==> config.mk <==
export PLATFORM = sky130hd
export DESIGN_NAME = instr_loader
export DESIGN_NICKNAME = d
export VERILOG_FILES = /design/src/rtl/instr_loader_pkg.sv /design/src/rtl/instr_loader_pack.sv /design/src/rtl/instr_loader.sv
export SDC_FILE = /design/constraint.sdc
export NUM_CORES = 1
export LEC_CHECK = 0
export CORE_ASPECT_RATIO = 1.4
export CORE_MARGIN = 1
export CORE_UTILIZATION = 41
export CTS_CLUSTER_SIZE = 12
export DETAILED_ROUTE_END_ITERATION = 6
export GPL_ROUTABILITY_DRIVEN = 0
export GPL_TIMING_DRIVEN = 0
export HOLD_SLACK_MARGIN = 0.1
export PLACE_DENSITY = 0.76
export SYNTH_ARGS = -nofsm -noshare
export SYNTH_HDL_FRONTEND = slang
export SYNTH_SLANG_ARGS = --single-unit
==> constraint.sdc <==
create_clock -name clk -period 2 [get_ports clk]
set_input_delay 0.4 -clock clk [delete_from_list [all_inputs] [get_ports clk]]
set_output_delay 0.4 -clock clk [all_outputs]
set_load 0.005 [all_outputs]
==> src/rtl/instr_loader_pkg.sv <==
// -----------------------------------------------------------------------------
// instr_loader_pkg
//   Shared definitions for the instruction loader:
//     - the six primary opcode constants of the supported instruction subset
//     - op_sel_e : descriptor operation selector (values 6/7 are illegal)
//     - state_e  : loader control state
//     - opcode_of: opcode lookup for a legal operation selector
// -----------------------------------------------------------------------------
package instr_loader_pkg;

    localparam logic [5:0] OPC_R      = 6'b000000;
    localparam logic [5:0] OPC_LW     = 6'b100011;
    localparam logic [5:0] OPC_SW     = 6'b101011;
    localparam logic [5:0] OPC_BEQ    = 6'b000100;
    localparam logic [5:0] OPC_BGTZAL = 6'b100001;
    localparam logic [5:0] OPC_BRNV   = 6'b010100;

    typedef enum logic [2:0] {
        OP_R      = 3'd0,
        OP_LW     = 3'd1,
        OP_SW     = 3'd2,
        OP_BEQ    = 3'd3,
        OP_BGTZAL = 3'd4,
        OP_BRNV   = 3'd5,
        OP_ILL6   = 3'd6,
        OP_ILL7   = 3'd7
    } op_sel_e;

    typedef enum logic [1:0] {
        ST_IDLE  = 2'd0,
        ST_LOAD  = 2'd1,
        ST_DRAIN = 2'd2,
        ST_DONE  = 2'd3
    } state_e;

    // Illegal selectors map to all-zero; callers gate on the illegal flag.
    function automatic logic [5:0] opcode_of(input op_sel_e op);
        logic [5:0] opc;
        opc = '0;
        case (op)
            OP_R:      opc = OPC_R;
            OP_LW:     opc = OPC_LW;
            OP_SW:     opc = OPC_SW;
            OP_BEQ:    opc = OPC_BEQ;
            OP_BGTZAL: opc = OPC_BGTZAL;
            OP_BRNV:   opc = OPC_BRNV;
            default:   opc = '0;
        endcase
        return opc;
    endfunction

endpackage : instr_loader_pkg

==> src/rtl/instr_loader_pack.sv <==
// -----------------------------------------------------------------------------
// instr_pack
//   Purely combinational encoder: turns one instruction descriptor into a
//   32-bit instruction word and flags selectors outside the supported set.
//
//   Ports
//     op_sel  in   3  operation selector (op_sel_e encoding)
//     rs      in   5  source register
//     rt      in   5  second source / target register
//     rd      in   5  destination register (R-format only)
//     shamt   in   5  shift amount (R-format only)
//     funct   in   6  function field (R-format only)
//     imm     in  16  immediate / branch offset (I-format only)
//     word    out 32  encoded instruction (zero when illegal)
//     illegal out  1  op_sel is not one of the six supported operations
// -----------------------------------------------------------------------------
module instr_pack
    import instr_loader_pkg::*;
(
    input  logic [2:0]  op_sel,
    input  logic [4:0]  rs,
    input  logic [4:0]  rt,
    input  logic [4:0]  rd,
    input  logic [4:0]  shamt,
    input  logic [5:0]  funct,
    input  logic [15:0] imm,
    output logic [31:0] word,
    output logic        illegal
);

    op_sel_e    op;
    logic [5:0] opcode;
    logic       r_format;

    assign op = op_sel_e'(op_sel);

    always_comb begin
        opcode   = opcode_of(op);
        r_format = 1'b0;
        illegal  = 1'b0;
        case (op)
            OP_R:                                     r_format = 1'b1;
            OP_LW, OP_SW, OP_BEQ, OP_BGTZAL, OP_BRNV: r_format = 1'b0;
            default:                                  illegal  = 1'b1;
        endcase
    end

    always_comb begin
        word = '0;
        if (!illegal) begin
            if (r_format) begin
                word = {opcode, rs, rt, rd, shamt, funct};
            end else begin
                word = {opcode, rs, rt, imm};
            end
        end
    end

endmodule : instr_pack

==> src/rtl/instr_loader.sv <==
// -----------------------------------------------------------------------------
// instr_loader
//   Accepts a stream of instruction descriptors, encodes each into a 32-bit
//   word and writes the words to consecutive instruction-memory addresses
//   starting at BASE_ADDR. A single output register decouples the producer
//   from the memory while still allowing one word per cycle.
//
//   Parameters
//     BASE_ADDR  byte address of the first word written
//     DEPTH      memory capacity in words (power of two, 2..1024)
//
//   Ports
//     clk, rst_n            clock, asynchronous active-low reset
//     start                 one-cycle pulse, begins a load (IDLE/DONE only)
//     in_valid / in_ready   descriptor handshake
//     op_sel, rs, rt, rd,
//     shamt, funct, imm     descriptor fields
//     in_last               descriptor is the last of the program
//     imem_we / imem_ready  memory write handshake
//     imem_addr, imem_wdata write address / data, stable while stalled
//     busy, done            load in progress / load complete (level)
//     word_count            words written in the current load
//     err_illegal           an illegal op_sel was seen (sticky until start)
//     err_overflow          a legal descriptor was dropped for lack of room
// -----------------------------------------------------------------------------
module instr_loader
    import instr_loader_pkg::*;
#(
    parameter logic [31:0] BASE_ADDR = 32'h0000_0000,
    parameter int unsigned DEPTH     = 64
) (
    input  logic        clk,
    input  logic        rst_n,
    input  logic        start,
    input  logic        in_valid,
    output logic        in_ready,
    input  logic [2:0]  op_sel,
    input  logic [4:0]  rs,
    input  logic [4:0]  rt,
    input  logic [4:0]  rd,
    input  logic [4:0]  shamt,
    input  logic [5:0]  funct,
    input  logic [15:0] imm,
    input  logic        in_last,
    output logic        imem_we,
    input  logic        imem_ready,
    output logic [31:0] imem_addr,
    output logic [31:0] imem_wdata,
    output logic        busy,
    output logic        done,
    output logic [10:0] word_count,
    output logic        err_illegal,
    output logic        err_overflow
);

    state_e      state;
    state_e      state_next;

    logic        out_valid;
    logic [31:0] out_data;
    logic [31:0] ptr;
    logic [10:0] count;
    logic        ill_q;
    logic        ovf_q;

    logic [31:0] pack_word;
    logic        pack_illegal;

    logic        ready_c;
    logic        accept;
    logic        push;
    logic        drop;
    logic        write_done;
    logic        start_load;
    logic        full;
    logic [11:0] queued;

    instr_pack u_pack (
        .op_sel  (op_sel),
        .rs      (rs),
        .rt      (rt),
        .rd      (rd),
        .shamt   (shamt),
        .funct   (funct),
        .imm     (imm),
        .word    (pack_word),
        .illegal (pack_illegal)
    );

    assign write_done = out_valid && imem_ready;

    // Words already written plus the one held in the output register; the
    // word completing this cycle is still counted as queued here.
    assign queued = {1'b0, count} + {11'b0, out_valid};
    assign full   = (queued >= 12'(DEPTH));

    // -------------------------------------------------------------------------
    // Control FSM
    // -------------------------------------------------------------------------
    always_ff @(posedge clk or negedge rst_n) begin
        if (!rst_n) begin
            state <= ST_IDLE;
        end else begin
            state <= state_next;
        end
    end

    always_comb begin
        state_next = state;
        ready_c    = 1'b0;
        start_load = 1'b0;
        accept     = 1'b0;
        push       = 1'b0;
        drop       = 1'b0;

        case (state)
            ST_IDLE, ST_DONE: begin
                if (start) begin
                    start_load = 1'b1;
                    state_next = ST_LOAD;
                end
            end

            ST_LOAD: begin
                ready_c = !out_valid || imem_ready;
                accept  = in_valid && ready_c;
                push    = accept && !pack_illegal && !full;
                drop    = accept && !pack_illegal && full;
                if (accept && (in_last || drop)) begin
                    state_next = ST_DRAIN;
                end
            end

            ST_DRAIN: begin
                // Leave as soon as the register is empty after this edge.
                if (!out_valid || imem_ready) begin
                    state_next = ST_DONE;
                end
            end

            default: state_next = ST_IDLE;
        endcase
    end

    // -------------------------------------------------------------------------
    // Datapath: output register, address pointer, counters, error flags
    // -------------------------------------------------------------------------
    always_ff @(posedge clk or negedge rst_n) begin
        if (!rst_n) begin
            out_valid <= 1'b0;
            out_data  <= '0;
            ptr       <= BASE_ADDR;
            count     <= '0;
            ill_q     <= 1'b0;
            ovf_q     <= 1'b0;
        end else begin
            if (start_load) begin
                ptr   <= BASE_ADDR;
                count <= '0;
                ill_q <= 1'b0;
                ovf_q <= 1'b0;
            end else begin
                if (write_done) begin
                    ptr   <= ptr + 32'd4;
                    count <= count + 11'd1;
                end
                if (accept && pack_illegal) begin
                    ill_q <= 1'b1;
                end
                if (drop) begin
                    ovf_q <= 1'b1;
                end
            end

            // Refill and drain can coincide, keeping one word per cycle.
            if (push) begin
                out_valid <= 1'b1;
                out_data  <= pack_word;
            end else if (write_done) begin
                out_valid <= 1'b0;
            end
        end
    end

    // -------------------------------------------------------------------------
    // Outputs
    // -------------------------------------------------------------------------
    assign in_ready     = ready_c;
    assign imem_we      = out_valid;
    assign imem_addr    = ptr;
    assign imem_wdata   = out_data;
    assign busy         = (state == ST_LOAD) || (state == ST_DRAIN);
    assign done         = (state == ST_DONE);
    assign word_count   = count;
    assign err_illegal  = ill_q;
    assign err_overflow = ovf_q;

endmodule : instr_loader

# --- Word level (Yosys, flattened, before mapping) ---
# Cells that the tools add are included.
classes:
  n_lt_le_gt_ge: 1
  add_sub_neg: 3
  mux: 25
  eq_ne: 11
  reduce_logical: 21
op_table:
  columns: ["op", "n"]
  rows:
  - ["$mux W32", 3]
  - ["$add A32 B3 Y32 const B", 1]
  - ["$pmux W6 S5", 1]
  - ["$mux W11", 2]
  - ["$mux W16", 1]
  - ["$mux W1", 14]
  - ["$add A11 B1 Y12", 1]
  - ["$ge A12 B7 Y1 const B", 1]
  - ["$add A11 B1 Y11 const B", 1]
  - ["$reduce_bool A2 Y1", 4]
  - ["$logic_and A1 B1 Y1", 7]
  - ["$eq A3 B2 Y1 const B", 2]
  - ["$eq A3 B3 Y1 const B", 2]
  - ["$mux W2", 3]
  - ["$ne A2 B2 Y1 const B", 3]
  - ["$pmux W2 S3", 1]
  - ["$reduce_or A6 Y1", 1]
  - ["$eq A2 B2 Y1 const B", 2]
  - ["$eq A3 B1 Y1 const B", 1]
  - ["$logic_not A3 Y1", 1]
  - ["$logic_or A1 B1 Y1", 3]
  - ["$reduce_and A3 Y1", 1]
  - ["$eq A2 B1 Y1 const B", 1]
  - ["$logic_not A1 Y1", 2]
  - ["2 further kinds", 2]
totals:
  input_bits: 51
  register_bits: 80
  output_inout_bits: 81

# --- Longest topological paths before layout ---
# Gate-level depths: netlist of run 1.
depth:
  word_depth: 9
  ltp_mapped: 8

# --- By module ---
# Synthesis of run 1 repeated with hierarchy kept, for this count alone.
hier_totals:
  hier_cells: 404
  area_unflattened_um2: 4221.5
by_module_without_submodules:
  columns: ["mod", "area_per_inst_um2", "cells_per_inst", "seq_area_each_um2", "n_inst"]
  rows:
  - ["instr_loader", 3619.7, 317, 1951.9, 1]
  - ["instr_pack", 601.8, 87, 0.0, 1]

# --- Least setup slack after synthesis of run 1 ---
# OpenSTA, ideal clock, no wires.
synth_path:
  kind: "register to register"
  startpoint: "register out_valid (netlist: imem_we)"
  endpoint: "register out_data[20] (netlist: imem_wdata[20])"
  setup_ns: 0.125
  stages_incl_launch_ff: 8
  path_buffers: 1
  period_less_slack_ns: 1.982
  arrival_time_ns: 1.857
  path_slack_ns: 0.018
  cell_sequence: "dfrtp_1 ha_1 ha_1 nand2_1 a211oi_4 o2111ai_4 buf_6 mux2_4"
synth_between:
  elab_chain_len: 6
  elab_cells_between_ends: 9
  cone_classes: "1 x add/sub; 1 x order compare; 1 x mux; 6 x reduce/logical"
synth_lines:
  columns: ["element", "line_no", "text"]
  rows:
  - ["from (decl)", "instr_loader.sv:59", "logic out_valid;"]
  - ["from (signal assigned)", "instr_loader.sv:150", "out_valid <= 1'b0;"]
  - ["from (signal assigned)", "instr_loader.sv:177", "out_valid <= 1'b1;"]
  - ["from (signal assigned)", "instr_loader.sv:180", "out_valid <= 1'b0;"]
  - ["parallel branches: the longest is 4 deep, another holds $add A11 B1 Y12", null, null]
  - ["$logic_and A1 B1 Y1 (*)", "instr_loader.sv:127", "push = accept && !pack_illegal && !full;"]
  - ["$mux W1 (*)", "instr_loader.sv:116", "case (state)"]
  - ["to (signal assigned)", "instr_loader.sv:178", "out_data <= pack_word;"]
  - ["to (decl)", "instr_loader.sv:60", "logic [31:0] out_data;"]
# Mark *: on every way between the ends.
# A chain may end at the register's enable or synchronous reset.

# --- Worst setup path after layout of run 1 ---
layout_path:
  startpoint: "register count[0] (netlist: word_count[0])"
  endpoint: "register out_data[23] (netlist: imem_wdata[23])"
layout_between:
  elab_chain_len: 5
layout_lines:
  columns: ["element", "line_no", "text"]
  rows:
  - ["from (decl)", "instr_loader.sv:62", "logic [10:0] count;"]
  - ["from (signal assigned)", "instr_loader.sv:165", "count <= count + 11'd1;"]
  - ["$add A11 B1 Y12", "instr_loader.sv:94", "assign queued = {1'b0, count} + {11'b0, out_valid};"]
  - ["$ge A12 B7 Y1", "instr_loader.sv:95", "assign full = (queued >= 12'(DEPTH));"]
  - ["$logic_not A1 Y1", "instr_loader.sv:127", null]
  - ["$logic_and A1 B1 Y1", "instr_loader.sv:127", null]
  - ["$mux W1", "instr_loader.sv:116", null]
# Every way passes these cells.

==> out/results.tsv, run 1 <==
stage	metric	value	unit
status	status	finished with violations	
status	violated checks	DRC	
die	Die Width	83.9	um
worst_setup_path	type of origin of the critical path	flip-flop	
routing	DR DRC count	11	
synth	Post-Syn Area	3850	um^2
synth	number of flops mapped to enable cells by yosys	0	
pwr	pwr/cell area	1020	nW/um^2
timing	Final Hold Vio Count	0	
routing	DR top layer	met4	
timing	final hold slack	481	ps
pwr	Final Power	5.92	mW
synth	post-synthesis sequential area ratio	0.501	
timing	minimum clock period	1960	ps
worst_setup_path	critical path's largest stage delay	430	ps
die	Die Span Y	117	um
synth	average size of a mapped cell	10.4	um^2
finish	final instance area	5790	um^2
worst_setup_path	crit end category	flip-flop	
flow_run	Max Cap Violations	0	
routing	TritonRoute pass-1 iters	6	
routing	Via density	5.27	
die	number of top-level pins	132	
routing	Starting DRT DRC Count	167	
finish	Layout Nets	580	
global_routing	initial antenna violation count	0	
global_routing	first-pass GRT wire length	15900	um
finish	area added between synthesis and finish	50.4	%
finish	most frequent cells in the layout	clkdlybuf4s50_1, dfrtp_1, nor2_1, nand2_1, xor2_1	
placed_design	post-placement cell count	605	
clocking	CTS tree	done	
clocking	Worst-Skew Late Latency	330	ps
finish	most common cell after layout, fill and taps aside	clkdlybuf4s50_1	
clocking	Max H-tree Level	3	
die	Starting Density	0.424	
placed_design	post-detail-place hpwl	6960	um
hold_path	Hold/Removal Path Class	flip-flop to flip-flop	
finish	n_diodes	0	
global_routing	gr usage total	0.208	
routing	Vias	3332	
worst_setup_path	crit path DAT	2180	ps
worst_setup_path	Max FO, Critical Path	8	
synth	fraction of registers with async set/reset	1.00	
die	Core Area	9080	um^2
finish	layout cells sized above 1	0.135	
pwr	Lkg Pwr	2.52	nW
clocking	Root Buffer	clkbuf_16	
synth	total number of yosys warnings	0	
timing	endpoints failing setup	0	
clocking	Sink Count	77	
die	Cell Rows	41	
routing	met2 routed WL	4870	um
routing	WL final	9790	um
synth	synthesized flop and latch total	77	
timing	RSZ-0062 raised after global routing	yes	
timing	fmax	511	MHz
timing	fin. max-slew vios	0	
timing	clock skew	5.36	ps
global_routing	vias in the first global route	3327	
worst_setup_path	crit path max-delay cell type	dfrtp_2	
routing	met3 wire length	862	um
routing	Detail Route Antenna Nets	0	
clocking	Worst-path clk slew	60	ps
timing	Max-slew headroom	0.644	
worst_setup_path	Top cell by count, worst path	buf_6	
global_routing	largest net degree at the start of global routing	44	
timing	Worst Tran Pin Value	533	ps
clocking	Num CTS Buffers	9	
pwr	VDD IR max	0.697	mV
global_routing	grt total ovfl	0	
synth	Post-Synthesis Cells	369	
routing	average wire per standard cell	15.5	um
worst_setup_path	WS Path Type	flip-flop to flip-flop	
finish	Final Non-Filler Cells	632	
placed_design	placed instance area	5270	um^2
synth	Synth Flop Type	dfrtp_1	
timing	fin crit share	0.979	
die	Die ar.	9780	um^2
routing	M1 wire length	3890	um
placed_design	number of I/O port buffers	127	
worst_setup_path	Crit path required time	2220	ps
worst_setup_path	worst-path cell chain	buf_6 > ha_4 > a211oi_4 > o2111ai_4 > buf_6 > mux2_4	
synth	Distinct cells, synth	48	
clocking	clock buffer depth	2	
## cells in the mapped netlist, types with 2 or more instances
cell type,count,area share
and2_1,5,0.0081
nor2_1,44,0.043
nor3_2,2,0.0052
buf_2,2,0.0026
o211ai_1,2,0.0039
a31oi_1,2,0.0033
nand3_1,18,0.023
mux2i_1,17,0.044
or3_1,2,0.0033
clkbuf_1,11,0.011
o31ai_1,2,0.0039
buf_4,4,0.0078
a211oi_1,3,0.0059
a21oi_1,6,0.0078
xor2_1,31,0.071
ha_1,9,0.029
o21ai_0,21,0.027
mux2_2,4,0.012
and4_1,2,0.0046
xnor2_1,7,0.016
mux2_4,6,0.023
nand4_1,17,0.028
dfrtp_1,77,0.50
nor3_1,3,0.0039
nand2_1,38,0.037
inv_1,7,0.0068
and3_1,6,0.0098
## cell families (layout without fill, tap and decap cells)
| family | Yosys count | after routing | share of synthesized area |
|---|---|---|---|
| other cells | 1 | 2 | 0.000975 |
| buf+inv | 25 | 180 | 0.0309 |
| mux | 27 | 27 | 0.0793 |
| flops | 77 | 77 | 0.501 |
| xor+xnor | 38 | 38 | 0.0865 |
| simple gates | 146 | 146 | 0.189 |
| fa+ha+maj | 9 | 9 | 0.0293 |
| compound gates | 46 | 46 | 0.0833 |
## per-layer routing
layer  vias to the layer above  global-route usage
li1                       1579                   -
met1                      1605               0.235
met2                       130               0.361
met3                        18              0.0806
met4                         0              0.0690
met5                         -                   0
## flip-flops by register name (all words and copies together) (netlist names)
signal	flops
imem_wdata	31
imem_addr	30
word_count	11
state	2
err_illegal	1
err_overflow	1
imem_we	1
## path summary, 6_finish.rpt
check	cells past startpoint	start	slack (ps)	to
hold / removal	2	imem_wdata[3]	480	imem_wdata[3]
hold reg to reg	2	imem_wdata[3]	480	imem_wdata[3]
min in group asynchronous	2	rst_n	540	imem_wdata[21]
setup / recovery	6	word_count[0]	40	imem_wdata[23]
setup reg to reg	6	word_count[0]	40	imem_wdata[23]
max in group asynchronous	3	rst_n	840	word_count[7]
## cell type report
class,count,area (um^2)
Fill cell,736,3290
Buffer,16,88.8
Sequential cell,77,1930
Multi-Input combinational cell,268,1900
Tap cell,107,134
Timing Repair Buffer,141,1410
Inverter,7,26.3
Clock buffer,12,246
Clock inverter,4,47.5
## through the flow
step / setup WS (ps) / utilization / TNS, ps
floorplan: 17.9 / - / 0
global placement: -2160 / 0.579 / -184910
detailed placement: -470 / 0.581 / -19570
CTS: 6.70 / 0.626 / 0
global route: -43.1 / 0.637 / -246
finish: 41.9 / 0.637 / 0
## critical path: cells and delay by family, from the launching register on
family                     cells  cell delay (ps)
adders and majority gates      1              160
AOI/OAI and AO/OA              2              580
DFF                            1              430
buffers and inverters          2              370
muxes                          1              290
## what timing repair did
item                                   in CTS  in global routing
hold buffers                                1                  0
gates resized for setup                    14                 22
setup endpoints to repair                  39                 64
cloned                                      1                  0
pin swaps                                   2                  6
endpoints found under the hold margin      34                  0
buffers inserted                            9                  2
## report_power, final
group	total [mW]	switching, mW	internal (mW)
sequential	2.18	0.252	1.92
combinational	2.12	0.879	1.24
clock	1.63	0.630	0.997
total	5.92	1.76	4.16
No activity file was read; power rests on OpenSTA's default activity.
==> inputs of run 2 (changes only) <==
--- a/config.mk
+++ b/config.mk
@@ -5,7 +5,7 @@
 export SDC_FILE = /design/constraint.sdc
 export NUM_CORES = 1
 export LEC_CHECK = 0
-export CORE_ASPECT_RATIO = 1.4
+export CORE_ASPECT_RATIO = 2
 export CORE_MARGIN = 1
 export CORE_UTILIZATION = 41
 export CTS_CLUSTER_SIZE = 12
@@ -14,6 +14,7 @@
 export GPL_TIMING_DRIVEN = 0
 export HOLD_SLACK_MARGIN = 0.1
 export PLACE_DENSITY = 0.76
+export RECOVER_POWER = 25
 export SYNTH_ARGS = -nofsm -noshare
 export SYNTH_HDL_FRONTEND = slang
 export SYNTH_SLANG_ARGS = --single-unit
==> out/results.tsv, run 2 (synthesized netlist as in run 1, its figures left out) <==
stage	metric	value	unit
worst_setup_path	Top cell by count, worst path	ha_4	
die	Cell Rows	49	
die	Die ar.	9800	um^2
timing	fmax	501	MHz
global_routing	largest net degree at the start of global routing	65	
worst_setup_path	crit path max-delay cell type	dfrtp_2	
finish	layout cells sized above 1	0.148	
timing	clock skew	7.21	ps
routing	Via density	5.37	
routing	Starting DRT DRC Count	185	
global_routing	first-pass GRT wire length	17600	um
flow_run	Max Cap Violations	0	
routing	TritonRoute pass-1 iters	6	
clocking	Sink Count	77	
die	Core Area	9070	um^2
finish	most common cell after layout, fill and taps aside	clkdlybuf4s50_1	
routing	WL final	10700	um
finish	area added between synthesis and finish	52.9	%
worst_setup_path	crit end category	flip-flop	
clocking	CTS tree	done	
global_routing	vias in the first global route	3559	
timing	minimum clock period	1990	ps
finish	Final Non-Filler Cells	630	
global_routing	met2 usage	0.427	
die	Die Span Y	139	um
worst_setup_path	Max FO, Critical Path	8	
clocking	Max H-tree Level	3	
routing	DR DRC count	14	
hold_path	Hold Path Stages	2	
finish	Layout Nets	584	
timing	endpoints failing setup	0	
worst_setup_path	crit path DAT	2210	ps
status	violated checks	DRC	
worst_setup_path	R2R depth	8	
clocking	Root Buffer	clkbuf_16	
worst_setup_path	type of origin of the critical path	flip-flop	
timing	RSZ-0062 raised after global routing	yes	
global_routing	global routing's busiest layer	met2	
placed_design	placed instance area	5280	um^2
global_routing	grt total ovfl	0	
clocking	Num CTS Buffers	9	
pwr	pwr/cell area	1050	nW/um^2
pwr	VDD IR max	0.747	mV
placed_design	post-placement cell count	600	
timing	Final Hold Vio Count	0	
timing	fin. max-slew vios	0	
global_routing	initial antenna violation count	0	
routing	average wire per standard cell	17.0	um
worst_setup_path	Crit path required time	2220	ps
routing	Detail Route Antenna Nets	0	
clocking	Worst-Skew Late Latency	340	ps
hold_path	Hold/Removal Path Class	flip-flop to flip-flop	
die	Starting Density	0.424	
global_routing	GRT met1 Usage	0.233	
worst_setup_path	worst-path cell chain	ha_4 > ha_4 > nand2_4 > a211oi_4 > buf_12 > o2111ai_4 > buf_6 > mux2_4	
placed_design	number of I/O port buffers	127	
timing	Max-slew headroom	0.394	
finish	most frequent cells in the layout	clkdlybuf4s50_1, dfrtp_1, nor2_1, nand2_1, xor2_1	
placed_design	post-detail-place hpwl	7510	um
finish	max FFs per register	31	
timing	fin crit share	0.997	
die	number of top-level pins	132	
routing	Vias	3385	
timing	Worst Tran Pin Value	909	ps
clocking	clock buffer depth	2	
worst_setup_path	WS Path Type	flip-flop to flip-flop	
pwr	Lkg Pwr	2.55	nW
finish	final instance area	5880	um^2
clocking	Worst-path clk slew	60	ps
finish	n_diodes	0	
worst_setup_path	critical path's largest stage delay	440	ps
global_routing	gr usage total	0.232	
die	Die Width	70.5	um
status	status	finished with violations	
global_routing	met3 usage	0.0705	
==> run 2: power by group <==
part | total [mW] | leakage [nW] | internal, mW | switching [mW]
Sequential | 2.20 | 1.00 | 1.92 | 0.274
Combinational | 2.15 | 1.39 | 1.24 | 0.912
Clock | 1.83 | 0.162 | 1.21 | 0.623
==> run 2: path summary, 6_finish.rpt <==
kind / from / to / slack, ps
hold / removal: imem_wdata[11] / imem_wdata[11] / 480
max in group asynchronous: rst_n / word_count[8] / 450
min in group asynchronous: rst_n / imem_addr[12] / 720
setup reg to reg: imem_we / imem_wdata[25] / 5
setup / recovery: imem_we / imem_wdata[25] / 5
hold reg to reg: imem_wdata[11] / imem_wdata[11] / 480
==> run 2: worst max-delay path: cells and delay by family (launching register included) <==
kind | cells | cell delay [ps]
multiplexers | 1 | 310
AND/OR/NAND/NOR | 1 | 70
AO/OA/AOI/OAI | 2 | 350
adder cells (fa/ha/maj) | 2 | 340
flip-flops | 1 | 440
buffers and inverters | 2 | 350
==> run 2: metal layers <==
metal | vias up | routed length, um
li1 | 1590 | -
met1 | 1648 | 3810
met2 | 130 | 5980
met3 | 17 | 713
met4 | 0 | 215
met5 | - | 0
==> run 2: stage by stage <==
stage | total power, mW | hold slack, ps | setup slack, ps | setup TNS, ps | util
2_1_floorplan | 3.01 | 104 | 17.9 | 0 | -
3_3_place_gp | 4.16 | 461 | -2190 | -188910 | 0.579
3_5_place_dp | 4.22 | 274 | -506 | -22180 | 0.581
4_1_cts | 6.20 | 458 | -9.36 | -38.4 | 0.640
5_1_grt | 6.52 | 498 | -26.4 | -168 | 0.648
6_report | 6.18 | 477 | 5.30 | 0 | 0.648
==> run 2: repair_timing <==
| action | CTS | global route |
|---|---|---|
| endpoints found under the hold margin | 13 | 0 |
| pin swaps | 4 | 5 |
| buffers inserted | 8 | 6 |
| endpoints found under the setup margin | 44 | 65 |
| gates resized for setup | 31 | 9 |
| cloned | 2 | 0 |
| hold buffers | 1 | 0 |
==> run 2: layout make-up <==
class | instances | area [um^2]
inverters | 7 | 26.3
well taps | 102 | 128
clock inverters | 5 | 100
fillers | 756 | 3190
clock buffers | 10 | 229
plain buffers | 16 | 97.6
repair buffers | 144 | 1440
multi-input cells | 269 | 1920
flip-flops and latches | 77 | 1930
